--- src/rtl/fifo_pkg.sv ---
// Shared FIFO-side definitions: data widths and the read-downsizer state encoding.
package fifo_pkg;

    localparam int FIFO_DW  = 128;
    localparam int DS_OUT_W = 32;

    typedef enum logic [1:0] {
        IDLE = 2'd0,
        LOAD = 2'd1,
        SEND = 2'd2
    } ds_state_t;

endpackage

--- src/rtl/fifo_rd_downsizer.sv ---
// Drains full FIFO words and serialises each into IN_W/OUT_W narrow beats, LSB slice first.
// Optional FIFO_RD_DS_CNT_EN adds o_word_cnt, a wrapping count of completed words.
import fifo_pkg::*;

module fifo_rd_downsizer #(
    parameter int IN_W  = FIFO_DW,
    parameter int OUT_W = DS_OUT_W
) (
    input  logic             clk,
    input  logic             rstn,
    output logic             o_rden,
    input  logic [IN_W-1:0]  i_rddata,
    input  logic             i_empty,
    output logic             o_valid,
    input  logic             i_ready,
    output logic [OUT_W-1:0] o_data,
    output logic             o_last,
    output logic             o_busy
`ifdef FIFO_RD_DS_CNT_EN
   ,output logic [31:0]      o_word_cnt
`endif
);

    localparam int RATIO  = IN_W / OUT_W;
    localparam int BEAT_W = (RATIO > 1) ? $clog2(RATIO) : 1;
    localparam logic [BEAT_W-1:0] LAST_BEAT = BEAT_W'(RATIO - 1);

    ds_state_t         state_q, state_d;
    logic [BEAT_W-1:0] beat_q;
    logic [IN_W-1:0]   hold_q;
    logic              xfer;
    logic              last_xfer;

    assign xfer      = (state_q == SEND) && i_ready;
    assign last_xfer = xfer && (beat_q == LAST_BEAT);

    // The next read may only be issued from IDLE or on the last-beat transfer,
    // which keeps at most one read in flight and costs one bubble per word.
    always_comb begin
        state_d = state_q;
        o_rden  = 1'b0;
        case (state_q)
            IDLE: begin
                o_rden = !i_empty;
                if (!i_empty) state_d = LOAD;
            end
            LOAD: state_d = SEND;
            SEND: begin
                if (last_xfer) begin
                    o_rden  = !i_empty;
                    state_d = i_empty ? IDLE : LOAD;
                end
            end
            default: state_d = IDLE;
        endcase
    end

    always_ff @(posedge clk or negedge rstn) begin
        if (!rstn) begin
            state_q <= IDLE;
            beat_q  <= '0;
            hold_q  <= '0;
        end else begin
            state_q <= state_d;
            if (state_q == LOAD) begin
                hold_q <= i_rddata;
                beat_q <= '0;
            end else if (xfer && !last_xfer) begin
                beat_q <= beat_q + 1'b1;
            end
        end
    end

    assign o_valid = (state_q == SEND);
    assign o_last  = o_valid && (beat_q == LAST_BEAT);
    assign o_busy  = (state_q != IDLE);
    assign o_data  = o_valid ? hold_q[beat_q*OUT_W +: OUT_W] : '0;

`ifdef FIFO_RD_DS_CNT_EN
    always_ff @(posedge clk or negedge rstn) begin
        if (!rstn)          o_word_cnt <= '0;
        else if (last_xfer) o_word_cnt <= o_word_cnt + 32'd1;
    end
`endif

endmodule

--- config.mk ---
export PLATFORM = sky130hd
export DESIGN_NAME = fifo_rd_downsizer
export DESIGN_NICKNAME = d
export VERILOG_FILES = /design/src/rtl/fifo_pkg.sv /design/src/rtl/fifo_rd_downsizer.sv
export SDC_FILE = /design/constraint.sdc
export NUM_CORES = 1
export LEC_CHECK = 0
export CAP_MARGIN = 20
export CORE_AREA = 2 2 139 87
export DETAILED_ROUTE_END_ITERATION = 16
export DIE_AREA = 0 0 141 89
export DONT_BUFFER_PORTS = 1
export GPL_TIMING_DRIVEN = 0
export PLACE_DENSITY_LB_ADDON = 0.2
export SYNTH_ARGS = -nofsm -noshare
export SYNTH_HDL_FRONTEND = slang
export SYNTH_SLANG_ARGS = --single-unit
--- constraint.sdc ---
create_clock -name clk -period 2 [get_ports clk]
set_input_delay 0.4 -clock clk [delete_from_list [all_inputs] [get_ports clk]]
set_output_delay 0.4 -clock clk [all_outputs]
set_load 0.02 [all_outputs]
==> results by group <==
Yosys
  – Net count after synthesis: roughly 500
  – Sequential share of the synthesized area: 0.5451
  – Count of cell types in the netlist: 23
  – Warning count from the yosys run: 0
  – Share of the synthesized area in the top cell type: 0.5451
  – Netlist Area Pre-Place: ~6100 sq um
  – Synthesized area per cell: around 16 sq um
  – Flops & latches, synth: about 130
  – Leading post-synthesis cells by cell area: sky130_fd_sc_hd__dfrtp_1 (55%), sky130_fd_sc_hd__mux2_2 (24%), sky130_fd_sc_hd__mux4_2 (10%)
  – Most area-hungry cell type in the Yosys netlist: sky130_fd_sc_hd__dfrtp_1
  – Number of standard cells after synthesis: between 300 and 400

Timing
  – Setup repair after global routing missed its margin: yes
  – Setup slack of the critical path after layout: -0.2146 ns
  – Final count of hold timing violations: ~130
  – Worst hold margin: -0.3055 ns
  – Final clock period utilization by the worst path: 1.107
  – Count of endpoints failing setup in the final report: 33
  – Final Slew Violations: 0
  – Post-route minimum period: roughly 2.2 ns
  – Post-Route Skew: around 0.0050 ns
  – Slew at the pin closest to its max-slew limit: 0.3578 ns
  – Worst relative slew slack: 0.7607
  – Achievable frequency: between 400 and 500 MHz

Worst setup path
  – Path type of the worst setup path: reg2out
  – Critical path peak fanout: 7
  – Delay of the slowest cell on the worst path: approximately 0.51 ns
  – List of cells traversed by the critical path: buf_12 > clkbuf_16 > mux4_2 > and2_4
  – Slowest-stage cell, CP: sky130_fd_sc_hd__mux4_2
  – Data required, critical path: about 1.6 ns
  – CP Capture Type: primary output
  – Startpoint type of the worst setup path: register
  – Worst Path Arrival: around 1.8 ns

Finish
  – Final-stage net count: approximately 530
  – Post-Route Utilization: 0.6342
  – Area grow syn2layout: 16.68%
  – Share of final-layout standard cells stronger than drive strength 1: 0.6488

Outcome
  – Outcome: finished with violations
  – Failing checks: negative hold slack, negative setup slack

Min path
  – Path category of the worst min-delay check: in2async

Power
  – Part of the total power dissipated in sequential elements: 0.363
  – Pwr Total: 13.03 mW
  – Clock Power Share: 0.224
  – Part of the power in combinational logic: 0.413
  – Ratio of total power to cell area: between 1500 and 2000 nW/um^2
  – Switching power as a share of total power: 0.3066
  – Maximum ir drop on the vdd rail: between 0.9 and 1 mV
  – Switch Pwr: 3.995 mW
  – Cell internal power dissipation: 9.037 mW
  – Static Leak: 2.922 nW

Die
  – Width of the die: 141 um
  – Core area: about 11000 sq um
  – Number of core rows: 30
  – Io pins: between 150 and 200
  – Chip height: roughly 89 um
  – Total Die Area: about 13000 sq um
  – Initial Utilization: 0.5435

Placed design
  – Final HPWL DP: between 9 and 10 mm
  – Weighted congestion at the end of routability-driven global placement: around 0.75
  – Setup WS pre-CTS: -0.3016 ns
  – Number of I/O port buffers: 0

Route
  – # DRC: 0
  – Vias per cell: around 5.9
  – 1st-pass router iterations: 4
  – Number of DRC markers after the initial detailed-route iteration: 152
  – Final Routed Wirelength: around 13 mm
  – Routed vias: between 3000 and 4000
  – Detailed-route wire length per cell: 24.17 um
  – ANT nets after route: 0

Clock tree
  – Max clock buf depth: 2
  – H-Tree Level Count: 4
  – TritonCTS clock tree: built
  – Total CTS buffers: 17
  – Source-to-sink clock delay at the later pin of the worst-skew pair: roughly 0.40 ns
  – Clock tree root buffer cell: sky130_fd_sc_hd__clkbuf_16
  – Clock input transition at the sequential cells of the worst setup and hold paths: 0.06 ns
  – Number of clock sinks: 132

GRT
  – Global-route wire length before repair: between 20 and 25 mm
  – Initial antenna violation count: 2
  – GRT Resource Usage Total: 0.2241
  – Remaining Overflow, GRT: 0
  – Pin count of the biggest net entering global routing: between 100 and 150
  – Vias in the first global route: approximately 3600

Job
  – Number of maximum-capacitance violations: 0
-- metrics by stage --
| stage | TNS [ns] | cell area (sq um) | cells | hold slack (ns) |
|---|---|---|---|---|
| 2_1_floorplan | 0 | 6060 | 370 | 0.1044 |
| 3_3_place_gp | -6.459 | 6240 | 514 | 0.1066 |
| 3_5_place_dp | -6.666 | 6240 | 514 | 0.1068 |
| 4_1_cts | -6.970 | 6937 | 548 | -0.3225 |
| 5_1_grt | -7.657 | 7068 | 554 | -0.3345 |
| 6_report | -5.885 | 7071 | 555 | -0.3055 |
-- timing repair --
action | in CTS | in global routing
endpoints found under the setup margin | 35 | 34
hold endpoints to repair | 132 | 132
gates resized for setup | 56 | 41
buffers inserted | 3 | 4
gates cloned | 0 | 2
pin swaps | 1 | 3
-- sequential cells by signal, summed over array words and instances, names as in the netlist --
| signal | count |
|---|---|
| hold_q | 128 |
| state_q | 2 |
| beat_q | 2 |
-- logic make-up (layout without fill, tap and decap cells) --
kind of cell	Yosys count	after routing	synth area share
muxes	161	161	0.3616
DFF	132	132	0.5451
and+or+nand+nor	40	40	0.04233
buffers and inverters	28	68	0.03964
AOI/OAI and AO/OA	8	8	0.009291
adders and majority gates	1	1	0.002065
other	0	1	0
-- area by class of cell --
| type | count | area (sq um) |
|---|---|---|
| fill | 844 | 4078 |
| sequential | 132 | 3303 |
| multi-input combinational | 210 | 2604 |
| clock buffer | 19 | 452.9 |
| buffer | 27 | 301.5 |
| tap | 144 | 180.2 |
| timing repair buffer | 9 | 115.1 |
| clock inverter | 12 | 107.6 |
| inverter | 1 | 3.754 |
| antenna | 1 | 2.502 |
-- cell usage in the layout (no fill, tap or decap), types with 2 or more instances in the layout --
master	synthesis	layout
sky130_fd_sc_hd__and2_4	0	32
sky130_fd_sc_hd__clkbuf_4	0	2
sky130_fd_sc_hd__clkinv_2	0	4
sky130_fd_sc_hd__clkbuf_8	0	2
sky130_fd_sc_hd__buf_2	6	3
sky130_fd_sc_hd__mux4_2	27	32
sky130_fd_sc_hd__buf_12	0	5
sky130_fd_sc_hd__buf_4	2	9
sky130_fd_sc_hd__dfrtp_1	132	132
sky130_fd_sc_hd__mux2_2	128	128
sky130_fd_sc_hd__nor2b_4	1	2
sky130_fd_sc_hd__o21ai_0	2	2
sky130_fd_sc_hd__o211ai_1	2	2
sky130_fd_sc_hd__buf_6	16	15
sky130_fd_sc_hd__clkinv_4	0	3
sky130_fd_sc_hd__clkinvlp_4	0	3
sky130_fd_sc_hd__clkbuf_16	0	19
-- per-layer routing --
| layer | wire, um | up-vias | GRT usage | share of wire |
|---|---|---|---|---|
| met1 | 6200 | 1736 | 0.3130 | 0.46 |
| li1 | - | 1414 | - | - |
| met5 | 13 | - | 0 | 0.00097 |
| met3 | 859 | 4 | 0.07231 | 0.064 |
| met2 | 6307 | 99 | 0.3481 | 0.47 |
| met4 | 35 | 2 | 0.05727 | 0.0026 |
-- cells in the mapped netlist (all sizes together) --
cell type  instances
a211oi             2
a21o               1
a41oi              1
and2              33
buf               24
clkbuf             3
dfrtp            132
ha                 1
inv                1
mux2             128
mux2i              1
mux4              32
nand2              1
nand2b             1
nor2b              3
nor3b              1
o211ai             2
o21ai              2
or2                1
-- final timing paths --
check	from	endpoint	slack [ns]	depth (start not counted)
worst max-delay path	beat_q[0]$_DFFE_PN0P_	o_data[14]	-0.21	4
worst min-delay path	rstn	hold_q[123]$_DFFE_PN0P_	-0.31	0
worst max register to register	state_q[0]$_DFFE_PN0P_	hold_q[96]$_DFFE_PN0P_	0.35	5
worst min register to register	hold_q[126]$_DFFE_PN0P_	hold_q[126]$_DFFE_PN0P_	0.50	1
max in group asynchronous	rstn	hold_q[74]$_DFFE_PN0P_	2.14	0
min in group clk	i_empty	state_q[0]$_DFFE_PN0P_	0.08	1
-- power groups by stage --
stage          clock, mW  sequential, mW  combinational, mW
3_3_place_gp           0            4.67               4.57
2_1_floorplan          0            4.49               4.01
3_5_place_dp           0            4.73               4.70
4_1_cts             2.98            4.72               5.09
5_1_grt             3.12            4.91               5.75
6_report            2.92            4.73               5.38
-- critical path: cells and delay by family (launching register included) --
kind                   cells  cell delay [ns]
flip-flops                 1             0.39
multiplexers               1             0.51
buffers and inverters      2             0.33
AND/OR/NAND/NOR            1             0.20
No activity file was read; power rests on OpenSTA's default activity.
